[config.mk]
export PLATFORM = sky130hd
export DESIGN_NAME = sdram_rfifo
export DESIGN_NICKNAME = d
export VERILOG_FILES = /design/src/rtl/sdram_rfifo.sv
export SDC_FILE = /design/constraint.sdc
export NUM_CORES = 1
export LEC_CHECK = 0
export ABC_CLOCK_PERIOD_IN_PS = 9000
export CORE_AREA = 10 10 149 151
export DETAILED_ROUTE_END_ITERATION = 10
export DIE_AREA = 0 0 159 161
export GPL_TIMING_DRIVEN = 0
export PLACE_DENSITY = 0.77
export SYNTH_ARGS = -nofsm -noshare
export SYNTH_HDL_FRONTEND = slang
export SYNTH_SLANG_ARGS = --single-unit
[constraint.sdc]
create_clock -name sclk -period 9 [get_ports sclk]
set_input_delay 2.25 -clock sclk [delete_from_list [all_inputs] [get_ports sclk]]
set_output_delay 2.25 -clock sclk [all_outputs]
set_load 0.01 [all_outputs]
[src/rtl/sdram_rfifo.sv]
`default_nettype none
// ============================================================================
// Module   : sdram_rfifo
// Purpose  : Synchronous read-data FIFO behind the SDRAM read burst path.
//            Raises rfifo_full early enough that an issued burst always fits.
// Revision : 1.0 - initial release
// ============================================================================
module sdram_rfifo #(
  parameter int DW        = 16,
  parameter int AW        = 4,
  parameter int BURST_LEN = 4
) (
  input  logic          sclk,
  input  logic          s_rst,
  input  logic          rfifo_wr_en,
  input  logic [DW-1:0] rfifo_wr_data,
  output logic          rfifo_full,
  input  logic          rfifo_rd_en,
  output logic [DW-1:0] rfifo_rd_data,
  output logic          rfifo_rd_valid,
  output logic          rfifo_empty,
  output logic [AW:0]   rfifo_count,
  output logic          rfifo_ovf,
  output logic          rfifo_udf
);

  localparam int          DEPTH      = 1 << AW;
  localparam logic [AW:0] C_DEPTH    = (AW+1)'(DEPTH);
  // Full once free space drops below one burst: count > DEPTH - BURST_LEN.
  localparam logic [AW:0] C_FULL_THR = (AW+1)'(DEPTH - BURST_LEN);

  logic [DW-1:0] r_mem [DEPTH];
  logic [AW-1:0] r_wr_ptr;
  logic [AW-1:0] r_rd_ptr;
  logic [AW:0]   r_count;
  logic [DW-1:0] r_rd_data;
  logic          r_rd_valid;
  logic          r_ovf;
  logic          r_udf;

  logic          w_rd_ok;
  logic          w_wr_ok;

  // A read frees a slot in the same cycle, so a full FIFO still takes a write
  // alongside an accepted read (the read sees the old head word).
  assign w_rd_ok = rfifo_rd_en && (r_count != '0);
  assign w_wr_ok = rfifo_wr_en && ((r_count < C_DEPTH) || w_rd_ok);

  // Storage array; contents are intentionally not reset.
  always_ff @(posedge sclk) begin
    if (!s_rst && w_wr_ok) begin
      r_mem[r_wr_ptr] <= rfifo_wr_data;
    end
  end

  // Pointers, occupancy, registered read port and sticky error flags.
  always_ff @(posedge sclk) begin
    if (s_rst) begin
      r_wr_ptr   <= '0;
      r_rd_ptr   <= '0;
      r_count    <= '0;
      r_rd_data  <= '0;
      r_rd_valid <= 1'b0;
      r_ovf      <= 1'b0;
      r_udf      <= 1'b0;
    end else begin
      if (w_wr_ok) begin
        r_wr_ptr <= r_wr_ptr + 1'b1;
      end
      if (w_rd_ok) begin
        r_rd_data <= r_mem[r_rd_ptr];
        r_rd_ptr  <= r_rd_ptr + 1'b1;
      end
      r_rd_valid <= w_rd_ok;
      case ({w_wr_ok, w_rd_ok})
        2'b10:   r_count <= r_count + 1'b1;
        2'b01:   r_count <= r_count - 1'b1;
        default: r_count <= r_count;
      endcase
      if (rfifo_wr_en && !w_wr_ok) begin
        r_ovf <= 1'b1;
      end
      if (rfifo_rd_en && !w_rd_ok) begin
        r_udf <= 1'b1;
      end
    end
  end

  assign rfifo_full     = (r_count > C_FULL_THR);
  assign rfifo_empty    = (r_count == '0);
  assign rfifo_count    = r_count;
  assign rfifo_rd_data  = r_rd_data;
  assign rfifo_rd_valid = r_rd_valid;
  assign rfifo_ovf      = r_ovf;
  assign rfifo_udf      = r_udf;

endmodule
`default_nettype wire

==> summary.txt, run 1 <==
Hold path
  – Worst min path class: reg -> reg

Worst setup path
  – CP required: roughly 9.4 ns
  – CP endpoint: rfifo_count[4]$_SDFFE_PP0P_
  – R2R depth: 10
  – CP Max Fanout: 6
  – CP max stage delay: between 0.5 and 0.6 ns
  – R2R Setup Slk: around 5.7 ns
  – Worst reg2reg startpoint: rfifo_count[0]$_SDFFE_PP0P_
  – Crit path launch: rfifo_rd_en
  – Kind of critical path: in -> reg
  – Reg-to-Reg End: rfifo_count[4]$_SDFFE_PP0P_
  – Crit path DAT: roughly 5.2 ns
  – CP max stage cell: clkdlybuf4s50_1
  – CP endpoint kind: flip-flop
  – Crit-path cells: clkdlybuf4s50_1 -> nand2b_1 -> and2_1 -> clkbuf_1 -> inv_1 -> ha_1 -> fa_1 -> a21o_1 -> a21oi_1 -> mux2i_1 -> mux2_2
  – Crit path launch type: input port

Place
  – HPWL after DPL: around 17000 um
  – Buffers on Ports: 45
  – Placer congestion estimate: between 0.8 and 0.9

Die
  – FP Rows: 51
  – Core Area: between 15000 and 20000 um2
  – Die height: about 160 um
  – Die width: around 160 um
  – Die area: between 20000 and 30000 um2
  – Io pins: 46
  – Initial Util: 0.5867

Route
  – DR WL/cell: about 23 um
  – Initial DRC Count: about 560
  – First drt pass iteration count: 5
  – WL final: between 20000 and 25000 um
  – Vias: roughly 6300
  – Post-DRT Antenna Nets: 0
  – Met2 wire length: 12080 um
  – Top routing layer in use: met4
  – Residual DRC: 0
  – Vias per Instance: between 6 and 7
  – Met3 WL post-DR: roughly 1800 um
  – M1 WL: 9880 um

Timing
  – Final hold vios: 0
  – Worst-margin pin slew: roughly 1.3 ns
  – TNS Setup: 0 ns
  – Relative slew margins: 0.1269
  – Final critical-path share of the clock period: 0.5315
  – Final hold slack: slightly below 0.5 ns
  – Max-slew violations: 0
  – Final Skew: roughly 0.012 ns
  – Max frequency: 209.1 MHz
  – Fin crit period: about 4.8 ns
  – Setup violations, final: 0
  – Unrepaired setup endpoints after global routing: no

Cells and area
  – Area of the multi-input gates: approximately 2700 um2
  – Syn-to-layout area delta: 15.80%
  – Register area: around 8300 um2
  – Share of layout cells above drive strength 1: 0.1331
  – Ant. Diodes: 0
  – Layout filler cell count: 1255
  – Most common cell after layout, fill and taps aside: edfxtp_1
  – Most frequent cells in the layout: edfxtp_1 (256), mux2i_1 (131), o22ai_1 (64)
  – # nets final: 784

Synth
  – Post-Synth Adder-Cell Area: 0.01177
  – Largest family of logic cells by synthesized area: multiplexers
  – Mapped Nets: around 700
  – EDFF count, synth: between 200 and 300
  – Mean post-synth cell area: roughly 17 um2
  – YS warnings: 0
  – XOR/XNOR Fraction of Synth Area: 0.006995
  – Register area share after synthesis: 0.7390
  – Synthesized area: ~11000 um2
  – Synth Area in Compound Gates: 0.06073
  – Library cells used by synthesis: 35
  – Seq cells post-synth: roughly 290
  – Most used DFF post-synth: edfxtp_1
  – Ys async rst share: 0
  – Mux contribution to synthesized area: 0.1174
  – Post-Syn Instances: approximately 670
  – Post-synthesis simple-gate area fraction: 0.04130

CTS
  – H-Tree Depth: 1
  – Post-CTS Setup Inserts: 0
  – Clock Sinks: roughly 290
  – Clk root buf: clkbuf_16
  – Num CTS Buffers: 27
  – Clock Pin Slew Worst Setup and Hold Paths: around 0.06 ns
  – Clock insertion delay at the later pin of the skew report: roughly 0.54 ns
  – CTS Buffer Depth: 3
  – CTS Hold Bufs: 0
  – CTS tree: done
  – CTS resizes: 0

Global routing
  – Number of global-route vias before repair: between 6000 and 7000
  – Initial antenna violation count: 0
  – Grt total ovfl: 0
  – GR Util All Layers: 0.1837
  – Pin count of the biggest net entering global routing: 17
  – First-pass GRT wire length: 36850 um

Status
  – Outcome: completed

Power
  – Pwr Density: around 250 nW/um2
  – Leakage: between 0.004 and 0.005 uW
  – Peak supply drop: about 0.16 mV

Job
  – Max Cap Viol: 0
routing by layer:
| layer | global-route usage | vias to the layer above |
|---|---|---|
| met4 | 0.05687 | 0 |
| met3 | 0.02949 | 43 |
| met2 | 0.3094 | 249 |
| li1 | - | 2802 |
| met5 | 0 | - |
| met1 | 0.2413 | 3157 |
through the flow:
step	area [um2]	total power [uW]	setup slack, ns	utilization	cells
4_1_cts	13050	3328	4.239	0.6792	1039
3_5_place_dp	12190	2239	3.723	0.6344	990
3_3_place_gp	12050	2207	3.773	0.6275	982
5_1_grt	13050	3433	4.051	0.6794	1039
2_1_floorplan	11270	1965	4.603	-	672
6_report	13050	3319	4.217	0.6794	1039
power by group:
| part | total (uW) | switching (uW) | internal, uW |
|---|---|---|---|
| clock network | 1100 | 465 | 637 |
| logic | 649 | 362 | 287 |
| registers | 1570 | 44.9 | 1520 |
synthesized netlist by cell type, types with 3 or more instances:
cell type	instances	area share
o22ai_1	64	0.036
xnor2_1	3	0.0023
nor2_1	50	0.017
ha_1	9	0.010
buf_6	8	0.0080
inv_1	4	0.0013
xor2_1	6	0.0047
o211ai_1	3	0.0020
nor4_1	16	0.0089
mux2i_1	131	0.12
nand3_1	3	0.0013
clkbuf_1	11	0.0037
buf_2	20	0.0089
nand2_1	7	0.0023
a21oi_1	5	0.0022
edfxtp_1	256	0.68
or3b_1	3	0.0023
a211oi_2	16	0.018
dfxtp_1	32	0.057
nand3b_1	5	0.0033
registers in the layout (all words and copies together) (netlist names):
| signal | cells |
|---|---|
| rfifo_count | 5 |
| r_wr_ptr | 4 |
| r_mem | 256 |
| rfifo_udf | 1 |
| rfifo_rd_valid | 1 |
| rfifo_ovf | 1 |
| r_rd_ptr | 4 |
| rfifo_rd_data | 16 |
layout make-up:
type,instances,area share
Buffer,41,0.01860
Clock inverter,17,0.01266
Timing Repair Buffer,53,0.04286
Inverter,4,0.001151
Multi-Input combinational cell,339,0.2080
Sequential cell,288,0.6382
Clock buffer,32,0.05321
Tap cell,265,0.02541
critical path: cells and delay by family:
| family | cells | cell delay [ns] |
|---|---|---|
| mux | 2 | 0.57 |
| compound gates | 2 | 0.40 |
| buf+inv | 3 | 0.94 |
| simple gates | 2 | 0.31 |
| fa+ha+maj | 2 | 0.73 |
worst min path at each step:
| stage | startpoint | to | cells past startpoint |
|---|---|---|---|
| floorplan | r_wr_ptr[1]$_SDFFE_PP0P_ | r_wr_ptr[1]$_SDFFE_PP0P_ | 2 |
| global placement | rfifo_ovf$_SDFFE_PP0P_ | rfifo_ovf$_SDFFE_PP0P_ | 2 |
| detailed placement | rfifo_udf$_SDFFE_PP0P_ | rfifo_udf$_SDFFE_PP0P_ | 2 |
| CTS | rfifo_udf$_SDFFE_PP0P_ | rfifo_udf$_SDFFE_PP0P_ | 2 |
| global route | rfifo_ovf$_SDFFE_PP0P_ | rfifo_ovf$_SDFFE_PP0P_ | 2 |
| finish | rfifo_udf$_SDFFE_PP0P_ | rfifo_udf$_SDFFE_PP0P_ | 2 |
cells by family (layout without fill, tap and decap cells):
group,after synthesis,after routing
DFF,288,288
muxes,132,132
and+or+nand+nor,95,95
AOI/OAI and AO/OA,93,93
buffers and inverters,45,147
adders and majority gates,10,10
xor gates and xnor gates,9,9
Power figures use the tool's default switching activity.
==> inputs of run 2 (changes only) <==
--- a/config.mk
+++ b/config.mk
@@ -5,7 +5,7 @@
 export SDC_FILE = /design/constraint.sdc
 export NUM_CORES = 1
 export LEC_CHECK = 0
-export ABC_CLOCK_PERIOD_IN_PS = 9000
+export ABC_CLOCK_PERIOD_IN_PS = 4900
 export CORE_AREA = 10 10 149 151
 export DETAILED_ROUTE_END_ITERATION = 10
 export DIE_AREA = 0 0 159 161
==> constraint.sdc (replaced) <==
create_clock -name sclk -period 4.9 [get_ports sclk]
set_input_delay 1.225 -clock sclk [delete_from_list [all_inputs] [get_ports sclk]]
set_output_delay 1.225 -clock sclk [all_outputs]
set_load 0.01 [all_outputs]
==> results of run 2 <==
The final DEF is identical to that of run 1. Status: completed.
Main changes from that run: setup slack after placement 3.723 ns -> 0.6480 ns; setup slack after layout 4.217 ns -> 1.142 ns; register-to-register setup slack 5.71 ns -> 1.61 ns; total power 3319 uW -> 6095 uW; worst IR drop on VDD 0.1593 mV -> 0.2925 mV
